File: src/rtl/vram_pkg.sv
// vram_pkg: shared VRAM geometry, FSM states and fill command layout for vram_rect_fill
package vram_pkg;
  localparam int VRAM_W     = 512;
  localparam int VRAM_H     = 128;
  localparam int X_BITS     = 9;
  localparam int Y_BITS     = 7;
  localparam int COLOR_BITS = 3;

  typedef enum logic [1:0] {
    S_IDLE = 2'd0,
    S_FILL = 2'd1,
    S_DONE = 2'd2
  } state_t;

  typedef struct packed {
    logic [X_BITS-1:0]     x0;
    logic [Y_BITS-1:0]     y0;
    logic [9:0]            w;
    logic [7:0]            h;
    logic [COLOR_BITS-1:0] color;
  } fill_cmd_t;
endpackage

File: src/rtl/rect_scan_counter.sv
// rect_scan_counter: row-major x/y offset counters with next-pixel offsets and a last-pixel flag
module rect_scan_counter (
  input  logic       clk,
  input  logic       rst_n,
  input  logic       i_start,
  input  logic       i_advance,
  input  logic [9:0] i_w,
  input  logic [7:0] i_h,
  output logic [9:0] o_x_nxt,
  output logic [7:0] o_y_nxt,
  output logic       o_last
);
  logic [9:0] r_x;
  logic [7:0] r_y;
  logic       w_eol;

  assign w_eol   = r_x == i_w - 10'd1;
  assign o_x_nxt = w_eol ? 10'd0 : r_x + 10'd1;
  assign o_y_nxt = w_eol ? r_y + 8'd1 : r_y;
  assign o_last  = w_eol && (r_y == i_h - 8'd1);

  // offsets name the pixel currently on the write port; start points them at (0,0)
  always_ff @(posedge clk or negedge rst_n) begin
    if (!rst_n) begin
      r_x <= '0;
      r_y <= '0;
    end else if (i_start) begin
      r_x <= '0;
      r_y <= '0;
    end else if (i_advance) begin
      r_x <= o_x_nxt;
      r_y <= o_y_nxt;
    end
  end
endmodule

File: src/rtl/vram_rect_fill.sv
// vram_rect_fill: rectangle fill engine, one VRAM pixel write per cycle in row-major order.
// Define VRAM_RECT_FILL_CLIP_EN to suppress writes outside the 512x128 surface instead of wrapping.
module vram_rect_fill
  import vram_pkg::*;
(
  input  logic                  clk,
  input  logic                  rst_n,
  input  logic                  cmd_valid,
  output logic                  cmd_ready,
  input  logic [X_BITS-1:0]     cmd_x0,
  input  logic [Y_BITS-1:0]     cmd_y0,
  input  logic [9:0]            cmd_w,
  input  logic [7:0]            cmd_h,
  input  logic [COLOR_BITS-1:0] cmd_color,
  input  logic                  abort,
  output logic [15:0]           vram_write_addr,
  output logic [15:0]           vram_write_data,
  output logic                  vram_write_en,
  output logic                  busy,
  output logic                  done
);
`ifdef VRAM_RECT_FILL_CLIP_EN
  localparam bit CLIP = 1'b1;
`else
  localparam bit CLIP = 1'b0;
`endif

  state_t    r_state;
  fill_cmd_t r_cmd;
  logic      r_ready, r_busy, r_done, r_we;
  logic [15:0] r_addr, r_data;
  logic       w_accept, w_advance, w_last, w_wr;
  logic [9:0] w_ox_nxt, w_x;
  logic [7:0] w_oy_nxt, w_y;

  assign w_accept  = cmd_valid && (r_state == S_IDLE);
  assign w_advance = (r_state == S_FILL) && !abort && !w_last;
  assign w_x       = {1'b0, r_cmd.x0} + w_ox_nxt;
  assign w_y       = {1'b0, r_cmd.y0} + w_oy_nxt;
  assign w_wr      = !(CLIP && (w_x[9] || w_y[7]));

  rect_scan_counter u_scan (
    .clk      (clk),
    .rst_n    (rst_n),
    .i_start  (w_accept),
    .i_advance(w_advance),
    .i_w      (r_cmd.w),
    .i_h      (r_cmd.h),
    .o_x_nxt  (w_ox_nxt),
    .o_y_nxt  (w_oy_nxt),
    .o_last   (w_last)
  );

  assign cmd_ready       = r_ready;
  assign busy            = r_busy;
  assign done            = r_done;
  assign vram_write_en   = r_we;
  assign vram_write_addr = r_addr;
  assign vram_write_data = r_data;

  // FSM with registered outputs; the accepting edge already presents pixel (x0,y0)
  always_ff @(posedge clk or negedge rst_n) begin
    if (!rst_n) begin
      r_state <= S_IDLE;
      r_cmd   <= '0;
      r_ready <= 1'b1;
      r_busy  <= 1'b0;
      r_done  <= 1'b0;
      r_we    <= 1'b0;
      r_addr  <= '0;
      r_data  <= '0;
    end else begin
      case (r_state)
        S_IDLE: if (cmd_valid) begin
          r_cmd   <= {cmd_x0, cmd_y0, cmd_w, cmd_h, cmd_color};
          r_ready <= 1'b0;
          r_busy  <= 1'b1;
          if (cmd_w == '0 || cmd_h == '0) begin
            r_state <= S_DONE;
            r_done  <= 1'b1;
          end else begin
            r_state <= S_FILL;
            r_we    <= 1'b1;
            r_addr  <= {cmd_y0, cmd_x0};
            r_data  <= {{(16-COLOR_BITS){1'b0}}, cmd_color};
          end
        end
        S_FILL: if (abort || w_last) begin
          r_state <= S_DONE;
          r_we    <= 1'b0;
          r_done  <= 1'b1;
        end else begin
          r_we <= w_wr;
          if (w_wr) begin
            r_addr <= {w_y[6:0], w_x[8:0]};
            r_data <= {{(16-COLOR_BITS){1'b0}}, r_cmd.color};
          end
        end
        S_DONE: begin
          r_state <= S_IDLE;
          r_done  <= 1'b0;
          r_busy  <= 1'b0;
          r_ready <= 1'b1;
        end
        default: r_state <= S_IDLE;
      endcase
    end
  end
endmodule

File: config.mk
export PLATFORM = sky130hd
export DESIGN_NAME = vram_rect_fill
export DESIGN_NICKNAME = d
export VERILOG_FILES = /design/src/rtl/vram_pkg.sv /design/src/rtl/rect_scan_counter.sv /design/src/rtl/vram_rect_fill.sv
export SDC_FILE = /design/constraint.sdc
export NUM_CORES = 1
export LEC_CHECK = 0
export CAP_MARGIN = 25
export CORE_MARGIN = 10
export CORE_UTILIZATION = 55
export CTS_BUF_LIST = sky130_fd_sc_hd__clkbuf_8
export DETAILED_ROUTE_END_ITERATION = 16
export GPL_ROUTABILITY_DRIVEN = 0
export PLACE_DENSITY = 0.82
export REMOVE_ABC_BUFFERS = 1
export SETUP_SLACK_MARGIN = 0.15
export SYNTH_ARGS = -nofsm -noshare
export SYNTH_HDL_FRONTEND = slang
export SYNTH_SLANG_ARGS = --single-unit
File: constraint.sdc
create_clock -name clk -period 4.7 [get_ports clk]
set_input_delay 0.47 -clock clk [delete_from_list [all_inputs] [get_ports clk]]
set_output_delay 0.47 -clock clk [all_outputs]
set_load 0.05 [all_outputs]
==> results_dict.tcl <==
set metrics [dict create \
    netlist_instances 571 \
    path_clk_slew_ps 90 \
    cpMostUsedCell "or4_4" \
    synth_edf_count 0 \
    n_antenna_cell 0 \
    wl_per_cell_um 16.10 \
    internal_power_mw 1.950 \
    worst_pin_slew_ps 1029 \
    vias 4121 \
    yosysWarnings 0 \
    cp_slowest_cell "or4_4" \
    fin_area_um2 5747 \
    critical_path_arrival_ps 4520 \
    drtIter0Drc 274 \
    crit_buf_inv 1 \
    switching_power_mw 1.653 \
    reg2reg_depth 15 \
    viasPerCell 5.569 \
    swShare_pct 45.88 \
    p_clk_share_pct 15.5 \
    cts.sinks 80 \
    clock-root-buffer "clkbuf_8" \
    power.density_nw_per_um2 627.0 \
    cpLargestDelayFamily "compound AO/OA/AOI/OAI gates" \
    synth_most_common_cell "nand2_1" \
    grt_pass1_vias 4263 \
    slew_viol_final 0 \
    grt_first_pass_wirelength_um 20220 \
    drt_first_pass_iters 5 \
    cts_hold_buf 0 \
    fp.dieArea_um2 12890 \
    htreeDepth 3 \
    ys_ff_latch 80 \
    grtUsageTotal_pct 18.65 \
    synth_top_area_share_pct 41.08 \
    port_buffers 63 \
    synth.distinct_cells 59 \
    combPwrFrac_pct 50.8 \
    start_util_pct 55.72 \
    place_area_um2 5479 \
    cts_tree "yes" \
    clk_latency_ps 360 \
    num_rows 34 \
    syn_area_per_cell_um2 8.428 \
    ant_nets 0 \
    rsz0062_at_grt "false" \
    synthesis.area_um2 4812 \
    n_fill_cell 691 \
    finalHoldViolCount 0 \
    p_leak_nw 2.737 \
    finalCritPeriodShare_pct 91.39 \
    synthTopCellsByCount "nand2_1 (151), dfrtp_1 (79), o21ai_0 (43)" \
    cts.path.max_buffers 2 \
    pwr-share-seq_pct 33.7 \
    timing.fmax_ghz 0.2328 \
    seq_area_frac_synth_pct 41.63 \
    synthArstFlopShare_pct 100.0 \
    ys.flop_type "dfrtp_1" \
    drive_above_1_share_pct 6.013 \
    cp-end-kind "register" \
    layout.nets 686 \
    worstPathMaxFanout 4 \
    hpwlAfterDp_um 8597 \
    max_stage_delay_ps 580 \
    dieWidth_um 113.5 \
    pin_count 77 \
    antenna_found_initial 0 \
    worstSetupPathType "reg2reg" \
    min_period_ps 4295 \
    slew_headroom_pct 31.03 \
    worst_hold_slack_ps 17.30 \
    numCtsBuffers 9 \
    maxCapViolations 0 \
    crit_chain "or4_4 -> or4_4 -> a2111oi_4 -> nand2b_1 -> inv_1 -> ha_1 -> a21o_1 -> a21oi_1 -> o21ai_0 -> nand2_1 -> nor2_1 -> a311oi_2 -> o21ai_1 -> a221oi_1 -> o31ai_1" \
    finalSetupViolations 0 \
    wirelength_um 11920 \
    synth_area_leader_cell "dfrtp_1" \
    crit_path_start_kind "register" \
    grt.overflow.total 0 \
    core_area_um2 8636 \
    grt_max_degree 81 \
    fp.dieH_um 113.5 \
    syn2layout_area_growth_pct 19.42 \
    peakVddDrop_mv 0.3594 \
    drc 0 \
    synth_area_leaders "dfrtp_1 (41%), nand2_1 (12%), o21ai_0 (4.5%)" \
    hold_class "in2async" \
    setup_tns_ps 0 \
    crit_cells 15 \
    skew_ps 16.66 \
    cp_data_required_time_ps 4920 \
    status "finished clean" \
]
[repair_timing]
item | in CTS | in global routing
gates resized for setup | 0 | 7
setup endpoints to repair | 0 | 3
setup buffers | 0 | 0
hold endpoints to repair | 0 | 0
[sequential cells by signal, summed over array words and instances, names as in the netlist]
name / cells
cmd_ready: 1
u_scan.r_y: 8
done: 1
r_state: 2
vram_write_addr: 16
u_scan.r_x: 10
r_cmd: 37
vram_write_en: 1
vram_write_data: 3
busy: 1
[layout by cell type, fill, tap and decap left out, types with 2 or more instances in the layout]
master,Yosys,layout
nand4_1,3,3
o31a_1,2,2
o31ai_1,3,3
and2_1,2,2
o41ai_1,2,2
clkdlybuf4s50_1,0,62
nand2_1,151,151
xnor2_1,24,24
a22oi_1,2,2
mux2i_1,12,12
clkinv_4,0,2
a21o_1,8,8
bufinv_16,0,2
buf_6,1,2
or3_1,2,2
ha_1,16,15
conb_1,1,13
o21ai_0,43,43
xor2_1,19,18
a31oi_1,3,3
or4_4,2,2
o21ai_1,3,3
nand3b_1,3,3
nor2b_1,6,6
nand3_1,10,10
nor3_1,8,7
nor4_1,6,6
o22ai_1,2,2
buf_4,14,6
o211a_1,2,2
nor2_1,37,37
and3_1,7,7
dfrtp_1,79,78
inv_1,24,26
clkbuf_8,0,9
nand2b_1,4,4
a21oi_1,21,21
fa_1,2,2
[through the flow]
stage                     instances  power (mW)  worst slack, ps  util [%]
final                           740       3.603            404.6     66.55
after global routing            740       3.868            159.4     66.55
after global placement          722       2.947            629.2     63.32
after CTS                       739       3.599            327.9     65.92
after floorplan                 545       2.457            171.1         -
after detailed placement        723       3.034            435.5     63.45
[worst paths after layout]
path,start,slack [ps],endpoint
min in group clk,r_cmd[0]$_DFFE_PN0P_,490,r_cmd[0]$_DFFE_PN0P_
worst min-delay path,rst_n,20,r_cmd[11]$_DFFE_PN0P_
worst min register to register,r_cmd[0]$_DFFE_PN0P_,490,r_cmd[0]$_DFFE_PN0P_
max in group asynchronous,rst_n,4030,cmd_ready$_DFFE_PN1P_
worst max-delay path,r_cmd[11]$_DFFE_PN0P_,400,vram_write_addr[7]$_DFFE_PN0P_
worst max register to register,r_cmd[11]$_DFFE_PN0P_,400,vram_write_addr[7]$_DFFE_PN0P_
[power by group through the flow]
stage | Sequential [mW] | Clock (mW) | Combinational [mW]
finish | 1.21 | 0.557 | 1.83
global route | 1.25 | 0.593 | 2.02
CTS | 1.21 | 0.563 | 1.83
detailed placement | 1.22 | 0 | 1.82
global placement | 1.20 | 0 | 1.75
floorplan | 1.48 | 0 | 0.972
[metal layers]
metal,track usage (%),routed length [um]
met5,0,0
met4,6.599,287
met3,4.147,662
met2,32.88,6123
met1,21.70,4844
[kinds of logic (layout without fill, tap and decap cells)]
family	Yosys count	after routing	share of synthesized area (%)
adder cells (fa/ha/maj)	19	19	5.200
other	1	13	0.07793
XOR/XNOR	43	43	7.826
buffers and inverters	62	111	6.188
AND/OR/NAND/NOR	252	252	23.22
multiplexers	12	12	2.496
AO/OA/AOI/OAI	102	102	13.36
flip-flops	80	80	41.63
[cell type report]
class	count	area (um^2)	area share (%)
Tap cell	108	135.1	2.351
Inverter	24	90.09	1.568
Sequential cell	80	2004	34.88
Clock buffer	9	123.9	2.155
Multi-Input combinational cell	441	2587	45.03
Timing Repair Buffer	71	715.7	12.45
Clock inverter	7	90.09	1.568
[worst register-to-register path: cells and delay by family, from the launching register on]
kind	cells	cell delay [ps]
AO/OA/AOI/OAI	8	1880
flip-flops	1	440
buffers and inverters	1	60
AND/OR/NAND/NOR	5	1520
adder cells (fa/ha/maj)	1	260
(Power assumes the default switching activity.)
